File: src/rtl/tdes_frame_sched.sv
// Frame scheduler: command + 8-byte block from the I2C slave RX stream
// drives one Triple-DES operation; the 64-bit result goes to the TX FIFO.
//
// Ports:
//   clk, rst                    clock, synchronous active-high reset
//   rx_data/rx_valid/rx_ready   received byte stream (handshake)
//   frame_abort                 STOP/Sr seen mid-frame
//   des_start/des_decrypt       DES start pulse and direction
//   des_block_in                packed 64-bit input block
//   des_busy/des_done           DES core status / completion pulse
//   des_block_out               DES result, valid with des_done
//   write_enable/write_data     TX FIFO write port
//   fifo_full                   TX FIFO full
//   busy/err/frame_count        status: not idle, error pulse, frames done
module tdes_frame_sched #(
  parameter int TIMEOUT_CYCLES = 1023
) (
  input  logic        clk,
  input  logic        rst,
  input  logic [7:0]  rx_data,
  input  logic        rx_valid,
  output logic        rx_ready,
  input  logic        frame_abort,
  output logic        des_start,
  output logic        des_decrypt,
  output logic [63:0] des_block_in,
  input  logic        des_busy,
  input  logic        des_done,
  input  logic [63:0] des_block_out,
  output logic        write_enable,
  output logic [7:0]  write_data,
  input  logic        fifo_full,
  output logic        busy,
  output logic        err,
  output logic [7:0]  frame_count
);

  localparam int CW = $clog2(TIMEOUT_CYCLES + 1);
  localparam logic [CW-1:0] TO_LAST = CW'(TIMEOUT_CYCLES - 1);

  typedef enum logic [2:0] {
    S_IDLE,
    S_RECV,
    S_START,
    S_WAIT,
    S_SEND
  } state_t;

  state_t        state_q, state_d;
  logic [2:0]    idx_q, idx_d;
  logic [CW-1:0] cnt_q, cnt_d;
  logic          dec_q, dec_d;
  logic [63:0]   blk_q, blk_d;
  logic [63:0]   res_q, res_d;
  logic [7:0]    wdata_q, wdata_d;
  logic          err_q, err_d;
  logic [7:0]    fcnt_q, fcnt_d;

  logic [2:0]    nidx;
  logic [5:0]    rx_sh;
  logic [5:0]    tx_sh;
  logic [63:0]   tx_shift;

  // Byte k sits at bit offset 8*(7-k); ~k == 7-k for a 3-bit index.
  assign nidx     = idx_q + 3'd1;
  assign rx_sh    = {~idx_q, 3'b000};
  assign tx_sh    = {~nidx, 3'b000};
  assign tx_shift = res_q >> tx_sh;

  always_comb begin
    state_d = state_q;
    idx_d   = idx_q;
    cnt_d   = cnt_q;
    dec_d   = dec_q;
    blk_d   = blk_q;
    res_d   = res_q;
    wdata_d = wdata_q;
    err_d   = 1'b0;
    fcnt_d  = fcnt_q;
    unique case (state_q)
      S_IDLE: begin
        if (rx_valid) begin
          if (rx_data == 8'h01 || rx_data == 8'h02) begin
            dec_d   = (rx_data == 8'h02);
            idx_d   = 3'd0;
            state_d = S_RECV;
          end else begin
            err_d = 1'b1;
          end
        end
      end
      S_RECV: begin
        if (frame_abort) begin
          idx_d   = 3'd0;
          state_d = S_IDLE;
        end else if (rx_valid) begin
          blk_d = (blk_q & ~(64'hFF << rx_sh))
                | ({56'b0, rx_data} << rx_sh);
          idx_d = nidx;
          if (idx_q == 3'd7) state_d = S_START;
        end
      end
      S_START: begin
        if (!des_busy) begin
          cnt_d   = '0;
          state_d = S_WAIT;
        end
      end
      S_WAIT: begin
        if (des_done) begin
          res_d   = des_block_out;
          wdata_d = des_block_out[63:56];
          idx_d   = 3'd0;
          state_d = S_SEND;
        end else if (cnt_q == TO_LAST) begin
          err_d   = 1'b1;
          state_d = S_IDLE;
        end else begin
          cnt_d = cnt_q + CW'(1);
        end
      end
      S_SEND: begin
        if (!fifo_full) begin
          idx_d   = nidx;
          wdata_d = tx_shift[7:0];
          if (idx_q == 3'd7) begin
            fcnt_d  = fcnt_q + 8'd1;
            state_d = S_IDLE;
          end
        end
      end
      default: state_d = S_IDLE;
    endcase
  end

  always_ff @(posedge clk) begin
    if (rst) begin
      state_q <= S_IDLE;
      idx_q   <= 3'd0;
      cnt_q   <= '0;
      dec_q   <= 1'b0;
      blk_q   <= 64'd0;
      res_q   <= 64'd0;
      wdata_q <= 8'd0;
      err_q   <= 1'b0;
      fcnt_q  <= 8'd0;
    end else begin
      state_q <= state_d;
      idx_q   <= idx_d;
      cnt_q   <= cnt_d;
      dec_q   <= dec_d;
      blk_q   <= blk_d;
      res_q   <= res_d;
      wdata_q <= wdata_d;
      err_q   <= err_d;
      fcnt_q  <= fcnt_d;
    end
  end

  // rx_ready is gated by rst so it reads 0 while reset is held.
  assign rx_ready = ~rst
                  & (state_q == S_IDLE || state_q == S_RECV);
  assign busy     = (state_q != S_IDLE);
  assign des_start = (state_q == S_START) & ~des_busy;
  // The strobe is qualified by the live fifo_full so no write is
  // ever presented while the FIFO is full; the data is a flop.
  assign write_enable = (state_q == S_SEND) & ~fifo_full;
  assign write_data   = wdata_q;
  assign des_decrypt  = dec_q;
  assign des_block_in = blk_q;
  assign err          = err_q;
  assign frame_count  = fcnt_q;

endmodule

File: config.mk
export PLATFORM = sky130hd
export DESIGN_NAME = tdes_frame_sched
export DESIGN_NICKNAME = d
export VERILOG_FILES = /design/src/rtl/tdes_frame_sched.sv
export SDC_FILE = /design/constraint.sdc
export NUM_CORES = 1
export LEC_CHECK = 0
export CAP_MARGIN = 30
export CORE_AREA = 4 4 116 118
export CTS_BUF_LIST = sky130_fd_sc_hd__clkbuf_8
export DETAILED_ROUTE_END_ITERATION = 6
export DIE_AREA = 0 0 120 122
export DONT_BUFFER_PORTS = 1
export HOLD_SLACK_MARGIN = 0.1
export PLACE_DENSITY = 0.69
export SLEW_MARGIN = 20
export SYNTH_ARGS = -nofsm -noshare
export SYNTH_HDL_FRONTEND = slang
export SYNTH_SLANG_ARGS = --single-unit
File: constraint.sdc
create_clock -name clk -period 7.2 [get_ports clk]
set_input_delay 0.72 -clock clk [delete_from_list [all_inputs] [get_ports clk]]
set_output_delay 0.72 -clock clk [all_outputs]
set_load 0.1 [all_outputs]
After elaboration in Yosys (flattened, before gate mapping)

Index checks and enable logic that the tools add are counted.

Flip-flop bits (word level): 162
Bits of input ports: 79
Output and inout bits: 86

Add/subtract/negate cells: 3
Eq/ne operators: 19
Shift-type cells: 3
Mux-type cells: 30
Bitwise operators: 12
Reductions and logical operators: 15

Operators by type and width:

| operator                                                            | count |
|---|---|
| 64-bit bitwise AND                                                  | 1 |
| 64-bit NOT                                                          | 1 |
| 64-bit bitwise OR                                                   | 1 |
| 8-bit by 6-bit left shift with 64-bit output                        | 1 |
| 8-bit by 6-bit left shift with 64-bit output (first input constant) | 1 |
| 64-bit by 6-bit right shift with 8-bit output                       | 1 |
| 3-bit 2-to-1 mux                                                    | 16 |
| 10-bit 2-to-1 mux                                                   | 3 |
| 10-bit one-hot mux with 2 select lines                              | 1 |
| 8-bit 2-to-1 mux                                                    | 2 |
| 2-bit inequality test (second input constant)                       | 8 |
| 8-bit one-hot mux with 2 select lines                               | 1 |
| 3-bit one-hot mux with 5 select lines                               | 1 |
| 3-bit one-hot mux with 4 select lines                               | 1 |
| 3-bit AND reduction                                                 | 4 |
| 10-bit by 1-bit adder with 10-bit output (second input constant)    | 1 |
| 10-bit == test (second input constant)                              | 1 |
| 3-bit inequality test (second input constant)                       | 3 |
| 8-bit by 1-bit adder with 8-bit output (second input constant)      | 1 |
| 8-bit by 1-bit == test with 1-bit output (second input constant)    | 1 |
| 8-bit by 2-bit == test with 1-bit output (second input constant)    | 1 |
| 8-bit AND reduction                                                 | 1 |
| 3-bit by 2-bit == test with 1-bit output (second input constant)    | 2 |
| 3-bit == test (second input constant)                               | 2 |
| other kinds (15)                                                    | 26 |

Longest topological paths before layout

Gate-level depths: netlist (run 1).

Depth after elaboration: 5
Mapped depth: 9

Worst setup path before layout (run 1)

OpenSTA, ideal clock, no wires.

Kind: in2reg
Start point: input port des_busy
End point: register cnt_q[0]
Library setup time: 128 ps
Arrival: 4677 ps
Required time: 7072 ps
Setup slack: 2395 ps
Cell stages on the path: 4
Path buffers: 1
Cell sequence: nor4b_1 > or2_2 > clkbuf_1 > nor2_1

Word-level cells in the longest chain between the ends: 2

Ends and longest elaborated chain:

| element                         | RTL line | text |
|---|---|---|
| start: declaration              | 27       | `input logic des_busy,` |
| 2-bit inequality test (no line) | --       |  |
| 4-bit AND reduction (no line)   | --       |  |
| end signal: assignment          | 150      | `cnt_q <= cnt_d;` |
| end: declaration                | 51       | `logic [CW-1:0] cnt_q, cnt_d;` |

Every way passes these cells.
A chain may end at the register's enable or synchronous reset.

Final worst setup path (run 1)

Start point: register state_q[2]
End point: output port write_enable

Word-level cells in the longest chain between the ends: 2

Ends and longest elaborated chain:

| element                  | RTL line | text |
|---|---|---|
| start: declaration       | 49       | `state_t state_q, state_d;` |
| start signal: assignment | 148      | `state_q <= state_d;` |
| 3-bit == test            | 167      | `assign write_enable = (state_q == S_SEND) & ~fifo_full;` |
| 1-bit bitwise AND        | 167      |  |
| end: declaration         | 30       | `output logic write_enable,` |

Every way passes these cells.

==> impl_metrics.csv, run 1 <==
group,metric,value,unit
cells_and_area,area_delta_synth_final,12.1,%
global_routing,overflow,0,
clock_network,hold_buffers,0,
floorplan,dieHeight,122,um
min_path,min_path_type,"primary input to flop",
clock_network,ctsHtreeMaxLevel,4,
cells_and_area,drive_above_1_share,10.7,%
synth,netlist_area,6700,sq um
clock_network,max-clock-path-buffers,2,
global_routing,globalRouteMet3Util,10.1,%
clock_network,root_buffer,"clkbuf_8",
timing,fin_crit,3.36,ns
route,drt_first_pass_iters,7,
clock_network,clk_pin_slew,0.08,ns
floorplan,coreArea,12500,sq um
floorplan,die_x,120,um
placement,placed_area,6840,sq um
clock_network,cts_setup_buffers,0,
clock_network,insertion_delay,0.45,ns
synth,syn_inst,764,
clock_network,cts_tree,"built",
global_routing,grt_pass1_vias,5203,
synth,async_reset_ff_share,0,%
setup_path,start_kind,"flop",
floorplan,ioPinCount,165,
synth,yosysSeqAreaShare,48.4,%
pwr,p_leak,2.59,nW
cells_and_area,final_nets,833,
placement,port_buffers,0,
synth,avgSynthCellArea,8.76,sq um
setup_path,cp_data_arrival_time,2.64,ns
synth,ys.flop_type,"dfxtp_1",
setup_path,slowest_stage,"or4b_1",
flow_run,cap_violations,0,
timing,fin_tns_setup,0,ns
setup_path,end_kind,"primary output",
setup_path,cp_cell_sequence,"or4b_1 -> inv_1",
clock_network,cts.sinks,162,
route,routed_wirelength,16900,um
timing,finClkSkew,0.00960,ns
timing,slew_viol_final,0,
clock_network,cts_made_buffers,17,
floorplan,die_area,14600,sq um
route,drc,0,
timing,fmax,298,MHz
timing,tightestPinTransition,1.03,ns
route,viasPerCell,5.75,
global_routing,grt.total_usage,23.2,%
timing,setup-violations-final,0,
global_routing,grt_pass1_wl,26800,um
timing,hold_ws,0.360,ns
cells_and_area,antenna_cells,0,
floorplan,start_util,53.7,%
setup_path,path_class,"flop to primary output",
cells_and_area,n_fill_cell,1119,
route,detail-route-antenna-nets,0,
pwr,irDropWorstVdd,0.118,mV
synth,synth_cell_types,48,
floorplan,row_count,41,
placement,dp_hpwl,11400,um
setup_path,crit_family,"simple AND/OR/NAND/NOR gates",
setup_path,crit_fanout,18,
route,drtIter0Drc,535,
route,wl_per_cell,18.2,um
global_routing,grt_util_met1,27.1,%
clock_network,cts.repair.resized,0,
route,vias,5343,
timing,rsz0062_at_grt,"false",
timing,maxSlewHeadroom,30.9,%
setup_path,critical-path-max-stage-delay,0.77,ns
synth,ys_ff_latch,162,
global_routing,grt_use_met2,38.6,%
global_routing,grt_max_degree,156,
pwr,p_per_area,221,nW/um^2
timing,final-hold-violation-count,0,
placement,gp_congestion,0.881,
setup_path,cp.required,6.48,ns
run_status,status,"finished, final reports clean",
global_routing,busiest_layer,"met2",
cells_and_area,fin_area,7510,sq um
setup_path,cp.buffers_inverters,1,
timing,fin_crit_sh,46.6,%
global_routing,grt_antenna_before_repair,0,
synth,yosysWarnings,0,
synth,synth_fp_nets,852,
synth,synth_enable_flop_cells,0,
## area by class of cell
class	count	area, sq um	share of cell area, %
Sequential cell	162	3240	43.2
Clock buffer	19	262	3.48
Tap cell	172	215	2.87
Inverter	9	33.8	0.450
Clock inverter	12	189	2.52
Multi-Input combinational cell	532	3180	42.3
Timing Repair Buffer	23	385	5.13
## layout by cell type (no fill, tap or decap), types with 2 or more instances in the layout
cell type    n
a211oi_1    10
a21oi_1     70
a22oi_1     64
and3_1      13
buf_16      11
buf_4        2
bufinv_16    5
clkbuf_1     6
clkbuf_8    19
clkinv_2     2
dfxtp_1    162
ha_1         9
inv_1       10
mux2_1       2
mux2_2       8
mux2i_1      3
mux4_2      16
nand2_1    149
nand2b_1     3
nand3_1     12
nand4_1      4
nor2_1     103
nor2b_1      3
nor3_1       2
nor3_2       5
nor4_1       2
o21ai_0      5
o21ai_1      7
or4_1        2
or4b_1       3
xnor2_1      3
xor2_1      15
## logic make-up after synthesis
group / count (synthesis) / share of synthesized area, %
flip-flops: 162 / 48.4
AO/OA/AOI/OAI: 161 / 15.1
AND/OR/NAND/NOR: 315 / 20.5
XOR/XNOR: 18 / 2.35
multiplexers: 29 / 7.51
adder cells (fa/ha/maj): 9 / 1.68
buffers and inverters: 70 / 4.41
## registers in the layout, summed over array words and instances (netlist names)
signal        count
cnt_q            10
des_block_in     64
state_q           3
err               1
des_decrypt       1
idx_q             3
res_q            64
write_data        8
frame_count       8
## cells in the mapped netlist (4+ instances only)
| cell type | n | area (sq um) |
|---|---|---|
| dfxtp_1 | 162 | 3240 |
| nand2_1 | 149 | 559 |
| nor2_1 | 103 | 387 |
| a21oi_1 | 70 | 350 |
| a22oi_1 | 64 | 480 |
| clkbuf_1 | 37 | 139 |
| buf_2 | 19 | 95.1 |
| mux4_2 | 16 | 360 |
| xor2_1 | 15 | 131 |
| and3_1 | 14 | 87.6 |
| nand3_1 | 13 | 65.1 |
| a211oi_1 | 10 | 75.1 |
| ha_1 | 9 | 113 |
| mux2_2 | 8 | 90.1 |
| inv_1 | 7 | 26.3 |
| o21ai_1 | 7 | 35.0 |
| o21ai_0 | 5 | 25.0 |
| clkbuf_2 | 4 | 20.0 |
| nand4_1 | 4 | 25.0 |
| nor3_2 | 4 | 40.0 |
## stage by stage
stage / power, W / std cells / worst slack, ns / util (%)
after floorplan: 0.000945 / 764 / 2.40 / -
after global placement: 0.000931 / 879 / 4.32 / 54.0
after detailed placement: 0.000931 / 885 / 4.30 / 54.9
after CTS: 0.00167 / 916 / 3.84 / 58.5
after global routing: 0.00171 / 929 / 3.70 / 60.2
final: 0.00166 / 929 / 3.84 / 60.2
## final timing paths
check	start	endpoint	slack (ns)	depth (start not counted)
setup / recovery	state_q[2]$_SDFFE_PP0P_	write_enable	3.84	2
hold / removal	rst	res_q[19]$_SDFFE_PP0P_	0.36	1
setup reg to reg	idx_q[1]$_SDFFE_PP0P_	write_data[3]$_SDFFE_PP0P_	4.80	7
hold reg to reg	res_q[57]$_SDFFE_PP0P_	res_q[57]$_SDFFE_PP0P_	0.45	2
## worst register-to-register path, delay by kind of cell, from the launching register on
kind | cells | cell delay [ns]
AOI/OAI and AO/OA | 1 | 0.08
buffers and inverters | 2 | 0.35
and+or+nand+nor | 1 | 0.07
muxes | 2 | 0.78
adders and majority gates | 1 | 0.56
DFF | 1 | 0.46
## power by group
part           switching (W)  leakage, nW  internal, W  total [W]
Sequential        0.00000377         1.30     0.000895   0.000899
Clock               0.000322        0.240     0.000426   0.000748
Combinational     0.00000592         1.05   0.00000484  0.0000108
Total               0.000331         2.59      0.00133    0.00166
## per-layer routing
metal / wire length, um / vias up / share of wire [%]
met5: 0 / - / 0
met4: 232 / 0 / 1.4
met3: 1700 / 22 / 10
met2: 8330 / 183 / 49
met1: 6610 / 2549 / 39
li1: - / 2589 / -
(Power assumes the default switching activity.)
==> inputs of run 2 (changes only) <==
- PLACE_DENSITY: 0.69 -> 0.72
- clock period: 7.2 -> 2.7 ns (I/O delays scaled with it)
==> run 2 against run 1 <==
Effect of this change: utilization is 6.6 points higher; sequential cell count unchanged; via count up 11%; worst setup slack got worse by 3.7 ns; global-route usage rose by 3.0 points; critical path depth rose by 1; critical path type unchanged; largest power group unchanged; highest routed layer unchanged.
==> impl_metrics.csv, run 2 (same netlist as run 1, synthesis figures left out) <==
group,metric,value,unit
cells_and_area,antenna_cells,0,
clock_network,ctsHtreeMaxLevel,4,
setup_path,cp_data_arrival_time,2.30,ns
floorplan,die_x,120,um
clock_network,clk_pin_slew,0.08,ns
floorplan,row_count,41,
cells_and_area,drive_above_1_share,13.9,%
setup_path,crit_fanout,15,
timing,tightestPinTransition,1.02,ns
timing,fin_ws,0.131,ns
route,drtIter0Drc,559,
timing,fin_tns_setup,0,ns
global_routing,grt_antenna_before_repair,0,
setup_path,path_class,"flop to primary output",
global_routing,overflow,0,
route,wl_per_cell,18.5,um
global_routing,grt.total_usage,26.1,%
route,routed-wl-met2,9600,um
route,top_layer_used,"met4",
clock_network,root_buffer,"clkbuf_8",
cells_and_area,fin_util,66.8,%
floorplan,coreArea,12500,sq um
clock_network,cts_setup_buffers,0,
cells_and_area,final_nets,939,
global_routing,grt_pass1_wl,30100,um
pwr,irDropWorstVdd,0.725,mV
timing,maxSlewHeadroom,32.2,%
pwr,p_per_area,543,nW/um^2
floorplan,dieHeight,122,um
route,routed-wl-met3,1640,um
setup_path,end_kind,"primary output",
route,vias,5945,
placement,port_buffers,0,
timing,final-hold-violation-count,0,
clock_network,max-clock-path-buffers,2,
min_path,min_path_type,"primary input to flop",
placement,dp_hpwl,12700,um
timing,fin_crit_sh,95.2,%
run_status,status,"finished, final reports clean",
floorplan,start_util,53.7,%
floorplan,die_area,14600,sq um
route,viasPerCell,5.74,
clock_network,cts.sinks,162,
timing,fmax,389,MHz
route,drc,0,
route,drt-met1-wl,7240,um
timing,slew_viol_final,0,
global_routing,grt_pass1_vias,5900,
setup_path,start_kind,"flop",
timing,setup-violations-final,0,
clock_network,insertion_delay,0.47,ns
cells_and_area,area_delta_synth_final,24.4,%
timing,rsz0062_at_grt,"false",
route,detail-route-antenna-nets,0,
route,routed_wirelength,19100,um
setup_path,critical-path-max-stage-delay,0.85,ns
clock_network,cts_tree,"built",
route,drt_first_pass_iters,7,
floorplan,ioPinCount,165,
global_routing,grt_max_degree,137,
setup_path,cp_cell_sequence,"or4b_1 -> inv_1 -> buf_4",
setup_path,cp.required,2.43,ns
timing,finClkSkew,0.0106,ns
placement,gp_congestion,0.909,
setup_path,slowest_stage,"or4b_1",
cells_and_area,final_common_cell,"dfxtp_1",
timing,fin_crit,2.57,ns
cells_and_area,layout_common_cells,"dfxtp_1 (161), nand2_1 (149), nor2_1 (103)",
flow_run,cap_violations,0,
pwr,p_leak,3.10,nW
clock_network,cts_made_buffers,17,
cells_and_area,n_fill_cell,962,
placement,pre_cts_ws,0.315,ns
## run 2: critical path, delay by kind of cell (launching register included)
family                 cells  cell delay, ns
buffers and inverters      2            0.51
flip-flops                 1            0.48
AND/OR/NAND/NOR            1            0.85
## run 2: per-layer routing
metal,global-route usage [%],vias to the layer above
met3,8.68,50
met4,11.7,0
met5,0,-
li1,-,2810
met2,45.2,268
met1,29.5,2817
## run 2: layout make-up
class / count / area [sq um] / share of cell area, %
Sequential cell: 162 / 3240 / 39.0
Timing Repair Buffer: 129 / 1200 / 14.4
Clock inverter: 14 / 196 / 2.36
Clock buffer: 18 / 248 / 2.97
Multi-Input combinational cell: 532 / 3190 / 38.3
Tap cell: 172 / 215 / 2.58
Inverter: 9 / 33.8 / 0.406
## run 2: timing repair
item	4_1_cts	5_1_grt
hold buffers	76	0
resized for setup	0	1
endpoints found under the setup margin	0	9
hold endpoints to repair	152	0
## run 2: through the flow
step                total power (W)  instances  area (sq um)  hold WS (ns)
detailed placement          0.00248        928          7100         0.358
floorplan                   0.00252        764          6720         0.406
global route                0.00466       1036          8330         0.111
CTS                         0.00454       1036          8330         0.106
global placement            0.00248        928          7100         0.356
finish                      0.00452       1036          8330         0.126
## run 2: report_power, final
part | internal [W] | switching [W] | total, W
registers | 0.00239 | 0.00000968 | 0.00240
logic | 0.0000699 | 0.0000819 | 0.000152
clock network | 0.00111 | 0.000865 | 0.00197
total | 0.00357 | 0.000957 | 0.00452
## run 2: final timing paths
kind                                              start                         end  slack, ns  cells after the start
worst max-delay path            state_q[1]$_SDFFE_PP0P_                write_enable       0.13                      3
worst max register to register    idx_q[1]$_SDFFE_PP0P_  write_data[5]$_SDFFE_PP0P_       0.27                      6
worst min register to register   res_q[61]$_SDFFE_PP0P_      res_q[61]$_SDFFE_PP0P_       0.47                      2
worst min-delay path                           des_done              err$_SDFF_PP0_       0.13                      3
==> inputs of run 3 (changes only) <==
- MAX_ROUTING_LAYER: unset -> met4
==> run 3 against run 2 <==
Effect of this change: power about the same; global-route usage increased by 0.81 points; routed wire length about the same; non-clock buffer count unchanged; largest cell class unchanged; via count decreased by 0.15%; sequential power about the same; final area unchanged; sequential cell count unchanged; sequential share of layout area unchanged; clock power about the same.
==> impl_metrics.csv, run 3 (same netlist as run 1, synthesis figures left out) <==
group,metric,value,unit
run_status,status,"finished, final reports clean",
cells_and_area,final_common_cell,"dfxtp_1",
floorplan,die_area,14600,sq um
route,drtIter0Drc,505,
cells_and_area,final_nets,939,
timing,final-hold-violation-count,0,
route,drt_first_pass_iters,6,
setup_path,crit_fanout,15,
pwr,p_leak,3.10,nW
timing,fmax,390,MHz
cells_and_area,fin_area,8330,sq um
placement,port_buffers,0,
timing,fin_tns_setup,0,ns
flow_run,cap_violations,0,
floorplan,die_x,120,um
clock_network,insertion_delay,0.46,ns
setup_path,cp_data_arrival_time,2.30,ns
global_routing,grt_pass1_vias,5908,
timing,fin_crit_sh,95.1,%
placement,gp_congestion,0.924,
setup_path,path_class,"flop to primary output",
cells_and_area,antenna_cells,0,
timing,finClkSkew,0.0110,ns
floorplan,row_count,41,
route,drc,0,
clock_network,root_buffer,"clkbuf_8",
global_routing,grt_pass1_wl,30100,um
setup_path,cp.required,2.43,ns
floorplan,dieHeight,122,um
floorplan,start_util,53.7,%
pwr,irDropWorstVdd,0.727,mV
global_routing,overflow,0,
route,wl_per_cell,18.5,um
pwr,p_per_area,543,nW/um^2
clock_network,cts_made_buffers,17,
route,vias,5936,
floorplan,coreArea,12500,sq um
min_path,min_path_type,"primary input to flop",
route,detail-route-antenna-nets,0,
cells_and_area,area_delta_synth_final,24.4,%
setup_path,start_kind,"flop",
clock_network,cts.sinks,162,
placement,dp_hpwl,12700,um
clock_network,ctsHtreeMaxLevel,4,
placement,placed_area,7100,sq um
global_routing,grt_antenna_before_repair,0,
global_routing,grt_max_degree,137,
clock_network,clk_pin_slew,0.08,ns
timing,rsz0062_at_grt,"false",
route,viasPerCell,5.73,
route,routed_wirelength,19100,um
timing,maxSlewHeadroom,32.2,%
floorplan,ioPinCount,165,
cells_and_area,drive_above_1_share,13.9,%
clock_network,max-clock-path-buffers,2,
clock_network,cts_tree,"built",
timing,slew_viol_final,0,
timing,tightestPinTransition,1.02,ns
timing,fin_crit,2.57,ns
setup_path,end_kind,"primary output",
timing,setup-violations-final,0,
clock_network,cts_setup_buffers,0,
cells_and_area,layout_common_cells,"dfxtp_1 (161), nand2_1 (149), nor2_1 (103)",
global_routing,grt.total_usage,27.0,%
-- run 3: worst max-delay path, stage by stage, from the launching register on --
cell and delay [ns]:
dfxtp_1 0.48, or4b_1 0.84, inv_1 0.20, buf_4 0.31
-- run 3: final timing paths --
kind / startpoint / end / slack [ns] / cells past startpoint
worst min-delay path: des_done / err$_SDFF_PP0_ / 0.13 / 3
worst max-delay path: state_q[1]$_SDFFE_PP0P_ / write_enable / 0.13 / 3
worst max register to register: state_q[2]$_SDFFE_PP0P_ / res_q[29]$_SDFFE_PP0P_ / 0.29 / 7
worst min register to register: res_q[61]$_SDFFE_PP0P_ / res_q[61]$_SDFFE_PP0P_ / 0.46 / 2
-- run 3: per-layer routing --
metal,GRT usage (%),wire (um)
met3,8.64,1640
met1,29.6,7230
met5,-,0
met4,11.7,661
met2,45.2,9620
-- run 3: power breakdown --
group / switching [W] / leakage (nW) / internal, W
sequential: 0.00000967 / 1.30 / 0.00239
combinational: 0.0000814 / 1.55 / 0.0000699
clock: 0.000866 / 0.237 / 0.00111
total: 0.000957 / 3.10 / 0.00357
-- run 3: layout make-up --
cell class                 instances  area [sq um]
clock buffer                      18           248
clock inverter                    14           196
fill                             962          4140
inverter                           9          33.8
multi-input combinational        532          3190
sequential                       162          3240
tap                              172           215
timing repair buffer             129          1200
-- run 3: stage by stage --
step | cells | hold slack, ns | util, % | setup slack [ns] | total power, W
global placement | 928 | 0.356 | 57.0 | 0.430 | 0.00248
CTS | 1036 | 0.106 | 66.8 | 0.0953 | 0.00454
floorplan | 764 | 0.406 | - | 0.270 | 0.00252
global route | 1036 | 0.111 | 66.8 | 0.0359 | 0.00466
detailed placement | 928 | 0.358 | 57.0 | 0.315 | 0.00248
finish | 1036 | 0.132 | 66.8 | 0.133 | 0.00452
-- run 3: what timing repair did --
item	CTS	global route
hold buffers	76	0
hold endpoints to repair	152	0
resized for setup	0	1
setup endpoints to repair	0	9
